===== src/rtl/seven_seg_scan.sv =====
// -----------------------------------------------------------------------------
// seven_seg_scan
//
// Time-multiplexed driver for a common-anode multi-digit seven-segment
// display. Each scan_tick rotates the active anode through a one-clock
// ghosting blank, decodes the selected hex nibble to active-low segments and
// optionally suppresses leading zeros. New display data is double-buffered
// (shadow -> disp) and only transferred at the frame wrap, so a multi-digit
// value never tears mid-scan.
//
// Ports:
//   clk        system clock, rising edge
//   rst        synchronous reset, active-low
//   scan_tick  one-cycle digit-advance strobe from the refresh counter
//   enable     1 = scanning, 0 = all anodes off (pending load applied at once)
//   load       one-cycle request to capture value/dp_in
//   value      4*DIGITS hex nibbles, nibble i -> digit i (digit 0 rightmost)
//   dp_in      decimal point per digit, 1 = lit
//   blank_lz   1 = suppress leading zeros (digit 0 never blanked)
//   load_ack   one-cycle pulse on the clock the shadow is applied to disp
//   an         anode enables, active-low, one-hot-low while showing
//   seg        segments a..g on seg[0]..seg[6], active-low
//   dp         decimal point, active-low
// All outputs are registered.
// -----------------------------------------------------------------------------
module seven_seg_scan #(
    parameter int DIGITS = 4
) (
    input  logic                  clk,
    input  logic                  rst,
    input  logic                  scan_tick,
    input  logic                  enable,
    input  logic                  load,
    input  logic [4*DIGITS-1:0]   value,
    input  logic [DIGITS-1:0]     dp_in,
    input  logic                  blank_lz,
    output logic                  load_ack,
    output logic [DIGITS-1:0]     an,
    output logic [6:0]            seg,
    output logic                  dp
);

    localparam int               IDX_W    = $clog2(DIGITS);
    localparam logic [IDX_W-1:0] LAST_IDX = IDX_W'(DIGITS - 1);

    typedef enum logic {
        SHOW  = 1'b0,
        BLANK = 1'b1
    } state_t;

    // -------------------------------------------------------------------------
    // Registers
    // -------------------------------------------------------------------------
    state_t                state_reg,     state_next;
    logic [IDX_W-1:0]      idx_reg,       idx_next;
    logic [4*DIGITS-1:0]   shadow_reg;
    logic [DIGITS-1:0]     shadow_dp_reg;
    logic                  pending_reg;
    logic [4*DIGITS-1:0]   disp_reg;
    logic [DIGITS-1:0]     disp_dp_reg;
    logic [DIGITS-1:0]     an_reg,        an_next;
    logic [6:0]            seg_reg,       seg_next;
    logic                  dp_reg,        dp_next;
    logic                  load_ack_reg;

    // -------------------------------------------------------------------------
    // Hex to active-low segment decode, bit order g..a
    // -------------------------------------------------------------------------
    function automatic logic [6:0] hex_to_seg(input logic [3:0] nib);
        logic [6:0] s;
        case (nib)
            4'h0:    s = 7'b1000000;
            4'h1:    s = 7'b1111001;
            4'h2:    s = 7'b0100100;
            4'h3:    s = 7'b0110000;
            4'h4:    s = 7'b0011001;
            4'h5:    s = 7'b0010010;
            4'h6:    s = 7'b0000010;
            4'h7:    s = 7'b1111000;
            4'h8:    s = 7'b0000000;
            4'h9:    s = 7'b0010000;
            4'hA:    s = 7'b0001000;
            4'hB:    s = 7'b0000011;
            4'hC:    s = 7'b1000110;
            4'hD:    s = 7'b0100001;
            4'hE:    s = 7'b0000110;
            default: s = 7'b0001110;
        endcase
        return s;
    endfunction

    // -------------------------------------------------------------------------
    // Apply point: the wrap from the last digit back to digit 0, or any clock
    // while disabled. When applying, the digit loaded on this very clock is
    // decoded from the shadow so the first digit of the new frame already
    // shows the new data.
    // -------------------------------------------------------------------------
    logic                frame_wrap;
    logic                apply;
    logic [4*DIGITS-1:0] src_value;
    logic [DIGITS-1:0]   src_dp;

    assign frame_wrap = (state_reg == SHOW) && scan_tick && (idx_reg == LAST_IDX);
    assign apply      = pending_reg && (!enable || frame_wrap);
    assign src_value  = apply ? shadow_reg    : disp_reg;
    assign src_dp     = apply ? shadow_dp_reg : disp_dp_reg;

    // -------------------------------------------------------------------------
    // Leading-zero blanking: digit gi is dark when every nibble from the most
    // significant one down to gi is zero. Digit 0 always shows.
    // -------------------------------------------------------------------------
    logic [DIGITS-1:0] lz_blank;

    generate
        for (genvar gi = 0; gi < DIGITS; gi++) begin : g_lz
            if (gi == 0) begin : g_d0
                assign lz_blank[gi] = 1'b0;
            end else begin : g_dn
                assign lz_blank[gi] = blank_lz && (src_value[4*DIGITS-1:4*gi] == '0);
            end
        end
    endgenerate

    // -------------------------------------------------------------------------
    // Next-state logic
    // -------------------------------------------------------------------------
    always_comb begin
        state_next = state_reg;
        idx_next   = idx_reg;
        if (!enable) begin
            state_next = SHOW;
            idx_next   = '0;
        end else begin
            case (state_reg)
                SHOW: begin
                    if (scan_tick) begin
                        state_next = BLANK;
                        idx_next   = (idx_reg == LAST_IDX) ? '0 : idx_reg + IDX_W'(1);
                    end
                end
                BLANK: begin
                    // Ticks landing in the blank slot are dropped.
                    state_next = SHOW;
                end
                default: begin
                    state_next = SHOW;
                end
            endcase
        end
    end

    // -------------------------------------------------------------------------
    // Output decode. seg/dp always describe the digit at idx_next, so entering
    // BLANK already presents the upcoming digit while the anodes are dark.
    // -------------------------------------------------------------------------
    logic [3:0] cur_nib;

    assign cur_nib = src_value[{idx_next, 2'b00} +: 4];

    always_comb begin
        an_next  = '1;
        seg_next = 7'b1111111;
        dp_next  = 1'b1;
        if (enable) begin
            seg_next = lz_blank[idx_next] ? 7'b1111111 : hex_to_seg(cur_nib);
            dp_next  = ~src_dp[idx_next];
            if (state_next == SHOW) begin
                an_next = ~(DIGITS'(1) << idx_next);
            end
        end
    end

    // -------------------------------------------------------------------------
    // State and output registers
    // -------------------------------------------------------------------------
    always_ff @(posedge clk) begin
        if (!rst) begin
            state_reg     <= SHOW;
            idx_reg       <= '0;
            shadow_reg    <= '0;
            shadow_dp_reg <= '0;
            pending_reg   <= 1'b0;
            disp_reg      <= '0;
            disp_dp_reg   <= '0;
            an_reg        <= '1;
            seg_reg       <= 7'b1111111;
            dp_reg        <= 1'b1;
            load_ack_reg  <= 1'b0;
        end else begin
            state_reg    <= state_next;
            idx_reg      <= idx_next;
            an_reg       <= an_next;
            seg_reg      <= seg_next;
            dp_reg       <= dp_next;
            load_ack_reg <= apply;

            if (apply) begin
                disp_reg    <= shadow_reg;
                disp_dp_reg <= shadow_dp_reg;
            end

            // A load coinciding with the apply point is captured after the
            // old shadow has been consumed and stays pending for next wrap.
            if (load) begin
                shadow_reg    <= value;
                shadow_dp_reg <= dp_in;
            end
            pending_reg <= load || (pending_reg && !apply);
        end
    end

    assign an       = an_reg;
    assign seg      = seg_reg;
    assign dp       = dp_reg;
    assign load_ack = load_ack_reg;

endmodule


===== config.mk =====
export PLATFORM = sky130hd
export DESIGN_NAME = seven_seg_scan
export DESIGN_NICKNAME = d
export VERILOG_FILES = /design/src/rtl/seven_seg_scan.sv
export SDC_FILE = /design/constraint.sdc
export NUM_CORES = 1
export LEC_CHECK = 0
export ABC_AREA = 1
export CAP_MARGIN = 20
export CORE_ASPECT_RATIO = 0.9
export CORE_MARGIN = 8
export CORE_UTILIZATION = 58
export CTS_BUF_LIST = sky130_fd_sc_hd__clkbuf_16
export DETAILED_ROUTE_END_ITERATION = 6
export GPL_TIMING_DRIVEN = 0
export PLACE_DENSITY = 0.84
export SLEW_MARGIN = 0
export SYNTH_ARGS = -nofsm -noshare
export SYNTH_HDL_FRONTEND = slang
export SYNTH_SLANG_ARGS = --single-unit

===== constraint.sdc =====
create_clock -name clk -period 3.6 [get_ports clk]
set_clock_uncertainty 0.2 [all_clocks]
set_input_delay 0.9 -clock clk [delete_from_list [all_inputs] [get_ports clk]]
set_output_delay 0.9 -clock clk [all_outputs]
set_load 0.05 [all_outputs]

======== Word level (Yosys, flattened, before mapping) ========
Memories as Yosys holds them, arrays and structs flattened. A register that Yosys moved wholly into a read port is not among the register bits.
Index checks and enable logic that the tools add are counted.
operators by class
  bitwise logic cells ..................... 5
  mux-type cells .......................... 13
  $lt $le $gt $ge ......................... 1
  equality and inequality tests ........... 1
  reduce and logical (&&, ||, !) cells .... 17
  shift-type cells ........................ 2
  add/subtract/negate cells ............... 1
operators with widths
  kind                                                count
  2-to-1 mux 16 bit                                   1
  variable part select 16 x 5 -> 4 bit                1
  logical NOT 12 bit                                  1
  logical NOT 8 bit                                   1
  2-to-1 mux 2 bit                                    4
  logical AND 1 bit                                   7
  OR reduction 3 bit                                  2
  binary-select mux 1 bit (select 2 bit)              2
  logical NOT 4 bit                                   1
  2-to-1 mux 1 bit                                    4
  2-to-1 mux 4 bit                                    1
  NOT 1 bit                                           4
  NOT 4 bit                                           1
  << shifter 1 x 2 -> 4 bit, first input constant     1
  < comparator 2 x 3 -> 1 bit, second input constant  1
  adder 2 x 1 -> 2 bit, second input constant         1
  == test 2 bit, second input constant                1
  logical NOT 1 bit                                   2
  logical OR 1 bit                                    2
  one-hot mux 1 bit (2 select lines)                  1
  AND reduction 2 bit                                 1
storage, ports and cells
  memories kept ........................... 1
  output and inout bits ................... 13
  register bits after elaboration ......... 50
  word-level logic and storage cells ...... 51
  bits of input ports ..................... 26
  bits in read-only memories .............. 112
memory list
  name             depth  width  rd ports  clocked after Yosys merged registers in  wr ports  line  RTL
  (no name shown)  16     7      1         1                                        0         71    case (nib)

======== Depth between registers and ports, before layout ========
Gate-level depths: netlist of run 1.
  depth after elaboration ................. 11
  depth in mapped cells ................... 16
  mapped depth without buffers ............ 16

======== Least setup slack after synthesis of run 1 ========
OpenSTA, ideal clock, no wires.
  path kind ............................... in2reg
  start ................................... input scan_tick
  end ..................................... register seg_reg[0] (netlist: seg[0])
  cell stages on the path ................. 15
  data required time ...................... 3.274 ns
  arrival ................................. 2.312 ns
  setup time .............................. 0.126 ns
  slack ................................... 0.962 ns
  buffers on the path ..................... 2
  cells stage by stage .................... nand3_2 -> nand2_4 -> buf_12 -> buf_12 -> nand3_1 -> nand2_1 -> nand2_1 -> nand2_1 -> nor2_2 -> inv_1 -> ha_1 -> inv_1 -> nand2_1 -> nand3_1 -> nand3_1
on the way
  longest elaborated chain between the ends .. 10
  elaborated cells on any way between the ends .. 18
  classes of those cells .................. shift: 1; mux: 6; reduce/logical: 11
ends and longest elaborated chain
  item                                              line  RTL
  start, declared                                   31    input logic scan_tick,
  logical AND 1 bit (2 in series)                   103   assign frame_wrap = (state_reg == SHOW) && scan_tick && (idx_reg == LAST_IDX);
  logical OR 1 bit                                  104   assign apply = pending_reg && (!enable || frame_wrap);
  logical AND 1 bit                                 104
  2-to-1 mux 16 bit                                 n/a
  logical NOT 12 bit, or another cell as far along  119   assign lz_blank[gi] = blank_lz && (src_value[4*DIGITS-1:4*gi] == '0);
  logical AND 1 bit                                 119
  binary-select mux 1 bit (select 2 bit)            165   seg_next = lz_blank[idx_next] ? 7'b1111111 : hex_to_seg(cur_nib);
  2-to-1 mux 1 bit (implied by the code)            165
  OR reduction 3 bit (no line)                      n/a
  end, declared                                     62    logic [6:0] seg_reg, seg_next;
Parallel ways exist; a longest one is shown, timed or not. The select of a mux whose other input is x is not followed.
A chain may end at the register's enable or synchronous reset.

======== Worst setup path in the final report of run 1 ========
  start ................................... input enable
  end ..................................... register seg_reg[3] (netlist: seg[3])
on the way
  longest elaborated chain between the ends .. 9
  elaborated cells on any way between the ends .. 16
  classes of those cells .................. shift: 1; mux: 4; bitwise: 1; reduce/logical: 10
ends and longest elaborated chain
  item                                              line  RTL
  start, declared                                   32    input logic enable,
  logical NOT 1 bit                                 n/a
  logical OR 1 bit                                  104
  logical AND 1 bit                                 104
  2-to-1 mux 16 bit                                 n/a
  logical NOT 12 bit, or another cell as far along  119
  logical AND 1 bit                                 119
  binary-select mux 1 bit (select 2 bit)            165
  2-to-1 mux 1 bit (implied by the code)            165
  OR reduction 3 bit (no line)                      n/a
Parallel ways exist; a longest one is shown, timed or not. The select of a mux whose other input is x is not followed.

==> results of run 1 <==
==> placed cells by master, fill, tap and decap left out, drive strengths merged <==
cell and n:
nor2 64, a21oi 17, nand2 98, mux2i 4
ha 7, nand3b 1, nand3 39, nand4 1
dfxtp 57, o21ai 22, buf 6, clkdlybuf4s50 38
a22oi 1, inv 30, clkbuf 16, clkinvlp 1
clkinv 7
==> layer usage <==
metal,wire [µm],track usage,share of wire,vias to the layer above
li1,-,-,-,1232
met1,2730,0.223,0.45,1024
met2,2820,0.297,0.46,70
met3,425,0.0675,0.070,10
met4,95,0.0708,0.016,0
met5,0,0,0,-
==> tightest hold or removal path, stage by stage, from the launching register on <==
cell	delay, ps
dfxtp_1	290
nand2_1	70
a21oi_1	50
==> final cells by class <==
cell class | instances | area (µm²) | share of cell area
multi-input cells | 254 | 1340 | 0.392
flip-flops and latches | 57 | 1140 | 0.334
repair buffers | 38 | 380 | 0.111
clock buffers | 9 | 225 | 0.0659
inverters | 32 | 128 | 0.0373
plain buffers | 13 | 101 | 0.0296
well taps | 62 | 77.6 | 0.0227
clock inverters | 6 | 27.5 | 0.00805
==> cells by family after synthesis <==
| group | count (synthesis) | synth area share |
|---|---|---|
| flops | 57 | 0.421 |
| simple gates | 203 | 0.370 |
| mux | 4 | 0.0148 |
| buf+inv | 45 | 0.0845 |
| compound gates | 40 | 0.0776 |
| fa+ha+maj | 7 | 0.0323 |
==> metrics by stage <==
| step | setup WS, ps | utilization |
|---|---|---|
| CTS | 438 | 0.767 |
| finish | 420 | 0.767 |
| global route | 201 | 0.767 |
| floorplan | 962 | - |
| global placement | 152 | 0.710 |
| detailed placement | 104 | 0.710 |
==> path summary, 6_finish.rpt <==
path | slack (ps) | cells past startpoint | endpoint
worst max register to register | 1050 | 16 | seg[3]$_SDFF_PP1_
worst min register to register | 270 | 2 | disp_reg[8]$_SDFF_PN0_
worst max-delay path | 420 | 15 | seg[3]$_SDFF_PP1_
worst min-delay path | 270 | 2 | disp_reg[8]$_SDFF_PN0_
==> power groups by stage <==
stage          Clock (µW)  Combinational (µW)  Sequential (µW)
2_1_floorplan           0                 150              719
3_3_place_gp            0                 254              691
3_5_place_dp            0                 258              692
4_1_cts               720                 262              681
5_1_grt               757                 288              684
6_report              715                 261              681
==> cells in the mapped netlist <==
| library cell | count | area, µm² |
|---|---|---|
| nand2_2 | 9 | 56.3 |
| nand3_2 | 6 | 60.1 |
| buf_2 | 1 | 5.00 |
| clkinv_2 | 2 | 10.0 |
| a21oi_1 | 16 | 80.1 |
| nor2_8 | 1 | 20.0 |
| nand4_1 | 1 | 6.26 |
| inv_6 | 1 | 8.76 |
| clkbuf_1 | 7 | 26.3 |
| o21ai_1 | 1 | 5.00 |
| nor2_2 | 6 | 37.5 |
| buf_6 | 2 | 22.5 |
| buf_4 | 1 | 7.51 |
| o21ai_0 | 20 | 100 |
| nor2_1 | 54 | 203 |
| a22oi_1 | 1 | 7.51 |
| o21ai_2 | 1 | 8.76 |
| dfxtp_1 | 57 | 1140 |
| nand3_4 | 2 | 35.0 |
| ha_1 | 7 | 87.6 |
| buf_12 | 2 | 40.0 |
| nor2_4 | 3 | 33.8 |
| mux2i_1 | 4 | 40.0 |
| nand3b_1 | 1 | 7.51 |
| inv_2 | 2 | 7.51 |
| nand2_4 | 7 | 78.8 |
| nand2_1 | 82 | 308 |
| clkinv_1 | 1 | 3.75 |
| inv_1 | 26 | 97.6 |
| nand3_1 | 31 | 155 |
| a21oi_2 | 1 | 8.76 |
==> flow_metrics.env, run 1 <==
export IMPL_instances_no_fill=471
export IMPL_grt_pass1_wl_um=10300
export IMPL_avgViaCountPerCell=4.96
export IMPL_drive_gt1_frac=0.142
export IMPL_num_antenna_cells=0
export IMPL_row_count=23
export IMPL_synth_avg_cell_area_um2=7.61
export IMPL_synth_cell_area_um2=2710
export IMPL_grt_ovfl_total=0
export IMPL_hpwlAfterDp_um=4430
export IMPL_critPathArrivalTime_ps=3180
export IMPL_cts_setup_buffers=0
export IMPL_maxSlewViolCount=0
export IMPL_synth_net_count=389
export IMPL_swShare=0.268
export IMPL_fin_area_um2=3420
export IMPL_routed_wl_um=6070
export IMPL_cts_root_buf="clkbuf_16"
export IMPL_clock_latency_ps=320
export IMPL_holdCritStartpoint="disp_reg[8]$_SDFF_PN0_"
export IMPL_status="finished, final reports clean"
export IMPL_clkPwrFrac=0.431
export IMPL_n_fill_cell=321
export IMPL_cts_resized=0
export IMPL_p_per_area_nw_per_um2=485
export IMPL_dp_cells=456
export IMPL_area_growth_pct=26.2
export IMPL_gp_congestion=0.878
export IMPL_period_share=0.883
export IMPL_postPlaceCellArea_um2=3170
export IMPL_worst_hold_slack_ps=266
export IMPL_crit_chain="clkdlybuf4s50_1, nand2_4, buf_12, buf_12, nand3_1, nand2_1, nand2_1, nand2_1, nor2_2, inv_1, ha_1, nand2_4, nand2_1, nand2_1, nand3_1"
export IMPL_crit_type="input pin to flip-flop"
export IMPL_cts_sinks=57
export IMPL_yosys_warnings=0
export IMPL_grt_use_total=0.186
export IMPL_drc=0
export IMPL_combPwrFrac=0.158
export IMPL_io_pins=39
export IMPL_ir_worst_vdd_v=0.000392
export IMPL_p_leak_uw=0.00157
export IMPL_hold_class="flip-flop to flip-flop"
export IMPL_startpoint_type="input pin"
export IMPL_rsz0062_at_grt="false"
export IMPL_syn_inst=356
export IMPL_p_int_uw=1210
export IMPL_drt_pass1_iterations=4
export IMPL_slowest_stage="clkdlybuf4s50_1"
export IMPL_yosysSeqAreaShare=0.421
export IMPL_start_util=0.607
export IMPL_p_switching_uw=444
export IMPL_detail_route_antenna_nets=0
export IMPL_antenna_found_initial=0
export IMPL_drv_cap=0
export IMPL_synthDistinctLibCells=31
export IMPL_max_freq_ghz=0.314
export IMPL_crit_start="enable"
export IMPL_min_period_ps=3180
export IMPL_dieWidth_um=88.0
export IMPL_htree_levels=3
export IMPL_worst_slew_pin_slew_ps=509
export IMPL_core_area_um2=4460
export IMPL_crit_family="buffers and inverters"
export IMPL_crit_path_max_fanout=10
export IMPL_end_kind="flip-flop"
export IMPL_vias=2336
export IMPL_numCtsBuffers=9
export IMPL_die_y_um=80.8
export IMPL_total_power_uw=1660
export IMPL_cts_tree="done"
export IMPL_nets=438
export IMPL_grt_pass1_vias=2270
export IMPL_tns_ps=0
export IMPL_synth_ff_latch_count=57
export IMPL_slew_headroom=0.660
export IMPL_cpPeakStageDelay_ps=620
export IMPL_worstPathRequired_ps=3600
export IMPL_crit_path_frequent_cell="nand2_1"
export IMPL_first_iter_violations=174
export IMPL_wl_per_cell_um=12.9
export IMPL_holdBufCountCts=0
export IMPL_r2r_start="idx_reg[0]$_SDFF_PN0_"
export IMPL_setup_viol=0
export IMPL_hold_viol=0
export IMPL_power_frac_seq=0.411
export IMPL_cts_clk_slew_worst_paths_ps=50
export IMPL_io_buffers=38
export IMPL_clk_path_buf_depth=2
export IMPL_crit_buf_inv=4
export IMPL_die_area_um2=7120
export IMPL_grt_max_degree=11
Power figures use the tool's default switching activity.
==> inputs of run 2 (changes only) <==
- REMOVE_ABC_BUFFERS: not set -> 1
==> flow_metrics.env, run 2 (same netlist as run 1, synthesis figures left out) <==
export IMPL_max_freq_ghz=0.300
export IMPL_area_growth_pct=23.2
export IMPL_die_area_um2=7120
export IMPL_drv_cap=0
export IMPL_slew_headroom=0.371
export IMPL_p_leak_uw=0.00153
export IMPL_wl_per_cell_um=12.9
export IMPL_dieWidth_um=88.0
export IMPL_clock_latency_ps=320
export IMPL_gp_congestion=0.890
export IMPL_drt_pass1_iterations=4
export IMPL_holdBufCountCts=0
export IMPL_hold_viol=0
export IMPL_worstPathRequired_ps=3610
export IMPL_htree_levels=3
export IMPL_detail_route_antenna_nets=0
export IMPL_antenna_found_initial=0
export IMPL_critPathArrivalTime_ps=3340
export IMPL_clk_path_buf_depth=2
export IMPL_nets=425
export IMPL_rsz0062_at_grt="false"
export IMPL_drive_gt1_frac=0.134
export IMPL_num_antenna_cells=0
export IMPL_crit_type="input pin to flip-flop"
export IMPL_drc=0
export IMPL_instances_no_fill=459
export IMPL_worst_slew_pin_slew_ps=943
export IMPL_core_area_um2=4460
export IMPL_crit_path_max_fanout=24
export IMPL_cts_tree="done"
export IMPL_reg2reg_slack_ps=810
export IMPL_first_iter_violations=104
export IMPL_die_y_um=80.8
export IMPL_ir_worst_vdd_v=0.000386
export IMPL_dp_cells=443
export IMPL_cts_root_buf="clkbuf_16"
export IMPL_io_buffers=38
export IMPL_status="finished, final reports clean"
export IMPL_row_count=23
export IMPL_start_util=0.607
export IMPL_cts_clk_slew_worst_paths_ps=50
export IMPL_period_share=0.926
export IMPL_maxSlewViolCount=0
export IMPL_worst_hold_slack_ps=259
export IMPL_grt_pass1_vias=2359
export IMPL_layout_commonest_cell="nand2_1"
export IMPL_grt_max_degree=28
export IMPL_p_per_area_nw_per_um2=494
export IMPL_hold_class="flip-flop to flip-flop"
export IMPL_vias=2316
export IMPL_final_cell_mix="82 x nand2_1, 57 x dfxtp_1, 54 x nor2_1"
export IMPL_avgViaCountPerCell=5.05
export IMPL_grt_use_total=0.189
export IMPL_io_pins=39
export IMPL_end_kind="flip-flop"
export IMPL_min_period_ps=3330
export IMPL_cts_sinks=57
export IMPL_routed_wl_um=5940
export IMPL_grt_pass1_wl_um=10300
export IMPL_startpoint_type="input pin"
export IMPL_cts_setup_buffers=0
export IMPL_numCtsBuffers=9
export IMPL_setup_viol=0
export IMPL_hpwlAfterDp_um=4010
export IMPL_grt_ovfl_total=0
export IMPL_cts_resized=0
run 2: worst paths after layout:
| check | depth (start not counted) | from | endpoint |
|---|---|---|---|
| worst min-delay path | 2 | shadow_reg[10]$_SDFFE_PN0P_ | shadow_reg[10]$_SDFFE_PN0P_ |
| worst min register to register | 2 | shadow_reg[10]$_SDFFE_PN0P_ | shadow_reg[10]$_SDFFE_PN0P_ |
| worst max register to register | 12 | pending_reg$_SDFF_PN0_ | seg[0]$_SDFF_PP1_ |
| worst max-delay path | 15 | scan_tick | seg[0]$_SDFF_PP1_ |
run 2: layout make-up:
cell class                 instances  area [µm²]
tap                               62        77.6
multi-input combinational        254        1360
fill                             348        1120
clock inverter                     7        30.0
sequential                        57        1140
clock buffer                       9         225
inverter                          32         128
timing repair buffer              38         380
run 2: stage by stage:
step / setup WS (ps) / power [µW] / setup TNS, ps / utilization / instance area (µm²)
floorplan: 783 / 855 / 0 / - / 2610
global placement: -168 / 930 / -712 / 0.687 / 3070
detailed placement: -221 / 938 / -1030 / 0.687 / 3070
CTS: 121 / 1660 / 0 / 0.744 / 3320
global route: 16.8 / 1730 / 0 / 0.748 / 3340
finish: 268 / 1650 / 0 / 0.748 / 3340
run 2: where the power goes:
group          switching [µW]  total (µW)  internal [µW]
registers                18.2         685            667
logic                     156         246           90.4
clock network             269         718            449
run 2: worst max-delay path, cell delays in order:
cell	delay, ps
clkdlybuf4s50_1	590
nand3_2	160
nand2_8	220
nand2_8	180
nand2_1	150
nand2_1	70
nand2_1	60
nand2_1	80
nor2_2	260
inv_1	130
ha_1	260
inv_1	70
nand2_1	50
nand3_1	80
nand3_1	70
run 2: per-layer routing:
layer / global-route usage / share of wire / vias to the layer above
met5: 0 / 0 / -
met4: 0.0894 / 0.020 / 0
met3: 0.0847 / 0.058 / 15
met2: 0.313 / 0.49 / 51
met1: 0.205 / 0.43 / 1040
li1: - / - / 1210
==> inputs of run 3 (changes only) <==
- CAP_MARGIN: 20 -> not set
- CORE_UTILIZATION: 58 -> 55
- PLACE_DENSITY: 0.84 -> 0.81
==> flow_metrics.env, run 3 (same netlist as run 1, synthesis figures left out) <==
export IMPL_grt_pass1_vias=2205
export IMPL_startpoint_type="input pin"
export IMPL_critPathArrivalTime_ps=3330
export IMPL_clkPwrFrac=0.427
export IMPL_hpwlAfterDp_um=3760
export IMPL_total_power_uw=1620
export IMPL_layout_commonest_cell="nand2_1"
export IMPL_numCtsBuffers=9
export IMPL_ir_worst_vdd_v=0.000403
export IMPL_worst_hold_slack_ps=255
export IMPL_gp_congestion=0.802
export IMPL_p_leak_uw=0.00154
export IMPL_num_antenna_cells=0
export IMPL_slowest_stage="clkdlybuf4s50_1"
export IMPL_reg2reg_slack_ps=800
export IMPL_worst_slew_pin_slew_ps=893
export IMPL_detail_route_antenna_nets=0
export IMPL_hold_class="flip-flop to flip-flop"
export IMPL_core_area_um2=4800
export IMPL_nets=425
export IMPL_setup_viol=0
export IMPL_swShare=0.259
export IMPL_dp_slack_ps=-229
export IMPL_htree_levels=3
export IMPL_first_iter_violations=160
export IMPL_cpPeakStageDelay_ps=580
export IMPL_instances_no_fill=460
export IMPL_final_setup_worst_slack_ps=269
export IMPL_die_y_um=82.6
export IMPL_crit_type="input pin to flip-flop"
export IMPL_antenna_found_initial=0
export IMPL_crit_path_max_fanout=24
export IMPL_grt_max_degree=28
export IMPL_dieWidth_um=90.0
export IMPL_combPwrFrac=0.149
export IMPL_power_frac_seq=0.423
export IMPL_final_cell_mix="82 x nand2_1, 57 x dfxtp_1, 54 x nor2_1"
export IMPL_crit_buf_inv=3
export IMPL_min_period_ps=3330
export IMPL_grt_ovfl_total=0
export IMPL_max_freq_ghz=0.300
export IMPL_hold_viol=0
export IMPL_slew_headroom=0.404
export IMPL_die_area_um2=7430
export IMPL_crit_path_frequent_cell="nand2_1"
export IMPL_grt_pass1_wl_um=9730
export IMPL_wl_per_cell_um=11.8
export IMPL_drive_gt1_frac=0.129
export IMPL_status="finished, final reports clean"
export IMPL_grt_use_total=0.163
export IMPL_cts_sinks=57
export IMPL_io_pins=39
export IMPL_p_int_uw=1200
export IMPL_crit_chain="clkdlybuf4s50_1, nand3_2, nand2_8, nand2_4, nand2_1, nand2_1, nand2_1, nand2_1, nor2_4, inv_1, ha_1, inv_1, nand2_1, nand3_1, nand3_1"
export IMPL_row_count=24
export IMPL_avgViaCountPerCell=4.94
export IMPL_io_buffers=38
export IMPL_cts_clk_slew_worst_paths_ps=50
export IMPL_worstPathRequired_ps=3600
export IMPL_p_switching_uw=419
export IMPL_area_growth_pct=22.9
export IMPL_rsz0062_at_grt="false"
export IMPL_p_per_area_nw_per_um2=486
export IMPL_maxSlewViolCount=0
export IMPL_dp_cells=446
export IMPL_period_share=0.925
export IMPL_routed_wl_um=5440
export IMPL_drt_pass1_iterations=4
export IMPL_start_util=0.564
export IMPL_clk_path_buf_depth=2
export IMPL_cts_root_buf="clkbuf_16"
export IMPL_cts_tree="done"
export IMPL_end_kind="flip-flop"
export IMPL_crit_family="simple AND/OR/NAND/NOR gates"
export IMPL_clock_latency_ps=320
export IMPL_drv_cap=0
export IMPL_drc=0
export IMPL_vias=2271
## run 3: cell count changes in the layout (fill, tap and decap cells not counted)
cell      change
inv_1         +2
clkinv_2      -2
clkinv_1      -2
nor2_4        +1
nand2_8       -1
nor2_2        -1
nand2_4       +1
## run 3: final timing paths
path,depth (start not counted),endpoint,start
setup / recovery,15,seg[0]$_SDFF_PP1_,scan_tick
setup reg to reg,12,seg[0]$_SDFF_PP1_,pending_reg$_SDFF_PN0_
hold reg to reg,2,shadow_reg[10]$_SDFFE_PN0P_,shadow_reg[10]$_SDFFE_PN0P_
hold / removal,2,shadow_reg[10]$_SDFFE_PN0P_,shadow_reg[10]$_SDFFE_PN0P_
## run 3: per-layer routing
layer	share of wire	vias to the layer above	GRT usage
li1	-	1203	-
met2	0.47	52	0.266
met3	0.058	8	0.0641
met5	0	-	0
met4	0.011	0	0.0796
met1	0.47	1008	0.189
## run 3: final cells by class
type | count | area (µm²)
tap | 65 | 81.3
clock inverter | 5 | 20.0
inverter | 32 | 128
multi-input combinational | 254 | 1350
sequential | 57 | 1140
clock buffer | 9 | 225
fill | 419 | 1480
timing repair buffer | 38 | 380
## run 3: what timing repair did
action | in CTS | in global routing
setup endpoints to repair | 0 | 5
setup buffers | 0 | 0
hold buffers | 0 | 0
resized for setup | 0 | 2
## run 3: worst min-delay path, cell delays in order, from the launching register on
cell,delay [ps]
dfxtp_1,310
inv_1,50
a21oi_1,50
## run 3: stage by stage
stage / utilization / instance area (µm²) / setup TNS (ps)
5_1_grt: 0.693 / 3330 / 0
3_3_place_gp: 0.639 / 3070 / -741
3_5_place_dp: 0.639 / 3070 / -993
4_1_cts: 0.690 / 3310 / 0
6_report: 0.693 / 3330 / 0
2_1_floorplan: - / 2610 / 0
## run 3: power by group through the flow
stage          combinational (µW)  sequential, µW  clock (µW)
2_1_floorplan                 132             723           0
3_3_place_gp                  235             695           0
3_5_place_dp                  239             696           0
4_1_cts                       242             685         708
5_1_grt                       270             688         747
6_report                      242             685         691
